--- src/rtl/irq_pend_pkg.sv ---
// -----------------------------------------------------------------------------
// irq_pend_pkg
// Shared definitions for the interrupt pending/arbitration block:
//   - FSM state encoding (IDLE = 0, REQ = 1)
//   - default synchronizer depth and REQ timeout
//   - timeout counter width and type
// -----------------------------------------------------------------------------
package irq_pend_pkg;

   localparam int SYNC_STAGES_DEF = 2;
   localparam int TIMEOUT_DEF     = 16;
   localparam int CNT_W           = 8;

   localparam logic [0:0] ST_IDLE = 1'b0;
   localparam logic [0:0] ST_REQ  = 1'b1;

   typedef logic [CNT_W-1:0] cnt_t;

endpackage

--- src/rtl/irq_pend_sync.sv ---
// -----------------------------------------------------------------------------
// irq_sync
// One request line: SYNC_STAGES-deep synchronizer followed by a rising-edge
// detector.
// Ports:
//   clk    - clock
//   rst    - synchronous active-high reset
//   i_line - raw asynchronous request line
//   o_rise - one-cycle pulse when the synchronized line goes 0 -> 1
// -----------------------------------------------------------------------------
module irq_sync
   import irq_pend_pkg::*;
#(
   parameter int SYNC_STAGES = SYNC_STAGES_DEF
) (
   input  logic clk,
   input  logic rst,
   input  logic i_line,
   output logic o_rise
);

   logic [SYNC_STAGES-1:0] r_sync;
   logic                   r_prev;
   // Tracks which flops hold a real post-reset sample. The reset value 0 of
   // the pipeline is not a genuine "low", so a line already high when reset
   // is released must not be taken as a fresh rising edge.
   logic [SYNC_STAGES:0]   r_vld;

   always_ff @(posedge clk) begin
      if (rst) begin
         r_sync <= '0;
         r_prev <= 1'b0;
         r_vld  <= '0;
      end else begin
         r_sync <= {r_sync[SYNC_STAGES-2:0], i_line};
         r_prev <= r_sync[SYNC_STAGES-1];
         r_vld  <= {r_vld[SYNC_STAGES-1:0], 1'b1};
      end
   end

   assign o_rise = r_vld[SYNC_STAGES] & r_sync[SYNC_STAGES-1] & ~r_prev;

endmodule

--- src/rtl/irq_pend.sv ---
// -----------------------------------------------------------------------------
// irq_pend
// Captures rising edges on 8 asynchronous request lines into a pending
// vector, presents the masked vector to an external priority encoder and
// services the encoder's choice with a request/acknowledge handshake that
// gives up after TIMEOUT cycles.
// Ports:
//   clk, rst     - clock, synchronous active-high reset
//   irq_in[7:0]  - raw request lines (bit 7 highest priority)
//   mask[7:0]    - 1 = line takes part in arbitration
//   pend_out     - pending & mask, to encoder data input
//   pend_en      - encoder enable (high in IDLE)
//   code_in      - encoder code
//   none_in      - encoder "nothing valid" flag
//   irq_req      - service request, high while in REQ
//   irq_code     - line being serviced, stable while irq_req = 1
//   irq_ack      - consumer acknowledge (pulse or level)
//   irq_timeout  - one-cycle pulse when a REQ period expires unacknowledged
// -----------------------------------------------------------------------------
module irq_pend
   import irq_pend_pkg::*;
#(
   parameter int SYNC_STAGES = SYNC_STAGES_DEF,
   parameter int TIMEOUT     = TIMEOUT_DEF
) (
   input  logic       clk,
   input  logic       rst,
   input  logic [7:0] irq_in,
   input  logic [7:0] mask,
   output logic [7:0] pend_out,
   output logic       pend_en,
   input  logic [2:0] code_in,
   input  logic       none_in,
   output logic       irq_req,
   output logic [2:0] irq_code,
   input  logic       irq_ack,
   output logic       irq_timeout
);

   logic [7:0] w_rise;
   logic [7:0] w_clr;
   logic       w_ack;
   logic       w_expire;

   logic [0:0] r_state;
   logic [7:0] r_pending;
   cnt_t       r_cnt;
   logic [2:0] r_code;
   logic       r_timeout;

   generate
      for (genvar gi = 0; gi < 8; gi++) begin : g_sync
         irq_sync #(
            .SYNC_STAGES (SYNC_STAGES)
         ) u_sync (
            .clk    (clk),
            .rst    (rst),
            .i_line (irq_in[gi]),
            .o_rise (w_rise[gi])
         );
      end
   endgenerate

   // Ack only counts in REQ; it retires the latched line whatever the mask is now.
   assign w_ack    = (r_state == ST_REQ) & irq_ack;
   // Ack has priority over expiry.
   assign w_expire = (r_state == ST_REQ) & ~irq_ack & (r_cnt == cnt_t'(TIMEOUT - 1));

   always_comb begin
      w_clr = '0;
      if (w_ack) begin
         w_clr[r_code] = 1'b1;
      end
   end

   always_ff @(posedge clk) begin
      if (rst) begin
         r_state   <= ST_IDLE;
         r_pending <= '0;
         r_cnt     <= '0;
         r_code    <= '0;
         r_timeout <= 1'b0;
      end else begin
         // A new edge on the line being retired wins over the clear.
         r_pending <= (r_pending & ~w_clr) | w_rise;
         r_timeout <= w_expire;
         case (r_state)
            ST_IDLE: begin
               if (!none_in) begin
                  r_code  <= code_in;
                  r_cnt   <= '0;
                  r_state <= ST_REQ;
               end
            end
            default: begin
               if (w_ack || w_expire) begin
                  r_state <= ST_IDLE;
               end else begin
                  r_cnt <= r_cnt + cnt_t'(1);
               end
            end
         endcase
      end
   end

   assign pend_out    = r_pending & mask;
   assign pend_en     = (r_state == ST_IDLE);
   assign irq_req     = (r_state == ST_REQ);
   assign irq_code    = r_code;
   assign irq_timeout = r_timeout;

endmodule
--- config.mk ---
export PLATFORM = sky130hd
export DESIGN_NAME = irq_pend
export DESIGN_NICKNAME = d
export VERILOG_FILES = /design/src/rtl/irq_pend_pkg.sv /design/src/rtl/irq_pend_sync.sv /design/src/rtl/irq_pend.sv
export SDC_FILE = /design/constraint.sdc
export NUM_CORES = 1
export LEC_CHECK = 0
export CAP_MARGIN = 10
export CORE_MARGIN = 2
export CORE_UTILIZATION = 30
export DETAILED_ROUTE_END_ITERATION = 7
export PLACE_DENSITY = 0.51
export SETUP_SLACK_MARGIN = 0.3
export SYNTH_ARGS = -nofsm -noshare
export SYNTH_HDL_FRONTEND = slang
export SYNTH_SLANG_ARGS = --single-unit
--- constraint.sdc ---
create_clock -name clk -period 1.35 [get_ports clk]
set_input_delay 0.135 -clock clk [delete_from_list [all_inputs] [get_ports clk]]
set_output_delay 0.135 -clock clk [all_outputs]
set_load 0.03 [all_outputs]
==> summary.md <==
| Metric | Value |
|---|---|
| Worst relative slew slack | 77.0% |
| Logic gate share of total power | 10.5% |
| Worst-Margin Slew | 0.343 ns |
| Critical path capture point type | register |
| Area grow syn2layout | 55.9% |
| Min-Delay Path Class | primary input to register |
| Ranking of synthesized cells by area | dfxtp_1, nor2b_1, a21oi_1 |
| Worst-Skew Late Latency | 0.30 ns |
| Fin util | 48.6% |
| Sequential Power Share | 56.9% |
| Result of the run | finished with violations |
| Initial antenna violation count | 0 |
| Largest net degree at the start of global routing | 24 |
| Period utilization | 102% |
| DRT antenna net count | 0 |
| Core footprint | 5540 um^2 |
| Detailed-route via count | 1,444 |
| Post-layout instance count excluding filler cells | 311 |
| Delay-heaviest family, CP | simple AND/OR/NAND/NOR gates |
| Psw | 0.631 mW |
| Grt total ovfl | 0 |
| Initial Util | 31.2% |
| CP cell instances | or4_4 > o21ai_4 > buf_4 > a21oi_2 |
| Final worst slack | -0.0312 ns |
| Most frequent cells in the layout | dfxtp_1, nor2b_1, clkdlybuf4s50_1 |
| Yosys warns | 0 |
| Slowest library cell on the worst path | or4_4 |
| Routed length per instance | 12.4 um |
| Setup tns final | -0.0702 ns |
| Pint | 1.98 mW |
| Clock Skews | 0.00370 ns |
| First-pass GRT wire length | 6.39 mm |
| Final setup violation count | 4 |
| Most common cell after layout, fill and taps aside | dfxtp_1 |
| Startpoint Class | register |
| Fmax | 0.724 GHz |
| Pwr dens | 967 nW/um^2 |
| Failing checks | negative setup slack |
| DP Wirelength | 2.63 mm |
| Final Max Tran Viols | 0 |
| Post-Place Cells | 286 |
| Yosys top cell area share | 55.6% |
| CTS tree | built |
| Die Y | 79.9 um |
| All-Layer GR Usage | 12.9% |
| WL final | 3.86 mm |
| Routability congestion estimate | 0.724 |
| RSZ-0062 raised after global routing | yes |
| Vias in the first global route | 1,368 |
| Critical Path AT | 1.58 ns |
| Clock root buffer | clkbuf_8 |
| Area leader, netlist | dfxtp_1 |
| Final Hold Fails | 0 |
| Share of layout cells above drive strength 1 | 42.3% |
| Post-synthesis net count | 196 |
| Tmin final | 1.38 ns |
| Rows | 27 |
| Clock sinks | 48 |
| Layout Nets | 262 |
| N_diodes | 0 |
| Die X-Extent | 79.9 um |
| Synth Register Bits | 48 |
| Vias/cell | 4.64 |
| Clock Power Share | 32.6% |
| DR iter-0 viols | 50 |
| Yosys cell types | 31 |
| Max-Cap Viols | 0 |
| CP max FO | 3 |
| CTS buffer count | 5 |
| # port buffers | 36 |
| Leakage | 1.04 nW |
| Clk buf depth | 2 |
| Cell count after synthesis | 172 |
| Critical path type | register to register |
| Worst path required time | 1.55 ns |
| Critical Path Max Stage Delay | 0.56 ns |
| Sw frac | 24.2% |
| Io pins | 37 |
| Mapped Avg Cell Area | 10.0 um^2 |
| Pre-CTS setup slack | -0.152 ns |
| Reg clk slew, reported paths | 0.09 ns |
| Crit path buffers/inverters | 1 |
| Worst VDD drop | 654 uV |
| H-tree depth | 2 |
| Hold WS | 0.382 ns |
| Drt drc | 0 |
| Mapped cell area | 1730 um^2 |
| Sequential fraction of the synthesis area | 55.6% |
| Drt first pass iters | 4 |
| Die area | 6380 um^2 |
[layer usage]
metal | vias up | global-route usage (%) | part of all wire, % | routed length [um]
met3 | 6 | 3.96 | 4.8 | 184
met2 | 25 | 21.4 | 52 | 1990
met5 | - | 0 | 0 | 0
met1 | 679 | 15.8 | 42 | 1630
met4 | 0 | 4.07 | 1.2 | 48
li1 | 734 | - | - | -
[area by class of cell]
cell class	instances	area (um^2)
fill	530	2850
sequential	48	993
multi-input combinational	114	873
timing repair buffer	65	631
tap	72	90.1
clock buffer	5	68.8
clock inverter	3	18.8
inverter	4	18.8
[registers in the layout (all words and copies together), names as in the netlist]
signal                cells
g_sync.u_sync.r_vld       3
r_cnt                     8
irq_timeout               1
irq_req                   1
r_pending                 8
g_sync.u_sync.r_prev      8
g_sync.u_sync.r_sync     16
irq_code                  3
[path summary, 6_finish.rpt]
| kind | start | slack, ns | cells after the start | endpoint |
|---|---|---|---|---|
| max reg2reg | r_cnt[7] | -0.03 | 4 | irq_req |
| min | irq_in[0] | 0.38 | 2 | g_sync[0].u_sync.r_sync[0] |
| min reg2reg | g_sync[5].u_sync.r_sync[0] | 0.44 | 1 | g_sync[5].u_sync.r_sync[1] |
| max | r_cnt[7] | -0.03 | 4 | irq_req |
[logic make-up after synthesis]
| group | count (synthesis) | share of synthesized area (%) |
|---|---|---|
| adder cells (fa/ha/maj) | 1 | 0.724 |
| AND/OR/NAND/NOR | 74 | 27.3 |
| flip-flops | 48 | 55.6 |
| AO/OA/AOI/OAI | 37 | 13.0 |
| multiplexers | 2 | 1.16 |
| buffers and inverters | 10 | 2.24 |
[power groups by stage]
stage	combinational, mW	clock, mW	sequential (mW)
after floorplan	0.0957	0	1.52
after global placement	0.219	0	1.52
after detailed placement	0.223	0	1.52
after CTS	0.251	0.873	1.48
after global routing	0.297	0.925	1.49
final	0.274	0.849	1.48
[synthesized netlist by cell type, drive strengths merged]
cell type	count
dfxtp	48
nor2b	28
a21oi	17
o21ai	11
nand2	10
and2	8
nand3b	8
o31ai	5
or4	5
inv	4
buf	3
clkbuf	3
nand2b	3
nand3	3
mux2i	2
nand4b	2
nor2	2
nor3	2
nor4	2
a211oi	1
a41oi	1
ha	1
o21ba	1
o2bb2ai	1
or3	1
[stage by stage]
step,power [mW],cell area [um^2]
after global routing,2.71,2690
final,2.61,2690
after floorplan,1.62,1770
after detailed placement,1.74,2270
after global placement,1.74,2270
after CTS,2.61,2530
[repair_timing]
item / in CTS / in global routing
gates resized for setup: 61 / 34
cloned: 0 / 0
endpoints found under the hold margin: 0 / 0
setup endpoints to repair: 30 / 29
hold buffers: 0 / 0
buffers inserted: 7 / 10
pin swaps: 16 / 7
[worst reg2reg max path, delay by kind of cell, from the launching register on]
kind | cells | cell delay, ns
DFF | 1 | 0.34
and+or+nand+nor | 1 | 0.56
AOI/OAI and AO/OA | 2 | 0.24
buffers and inverters | 1 | 0.14
Power figures use the tool's default switching activity.
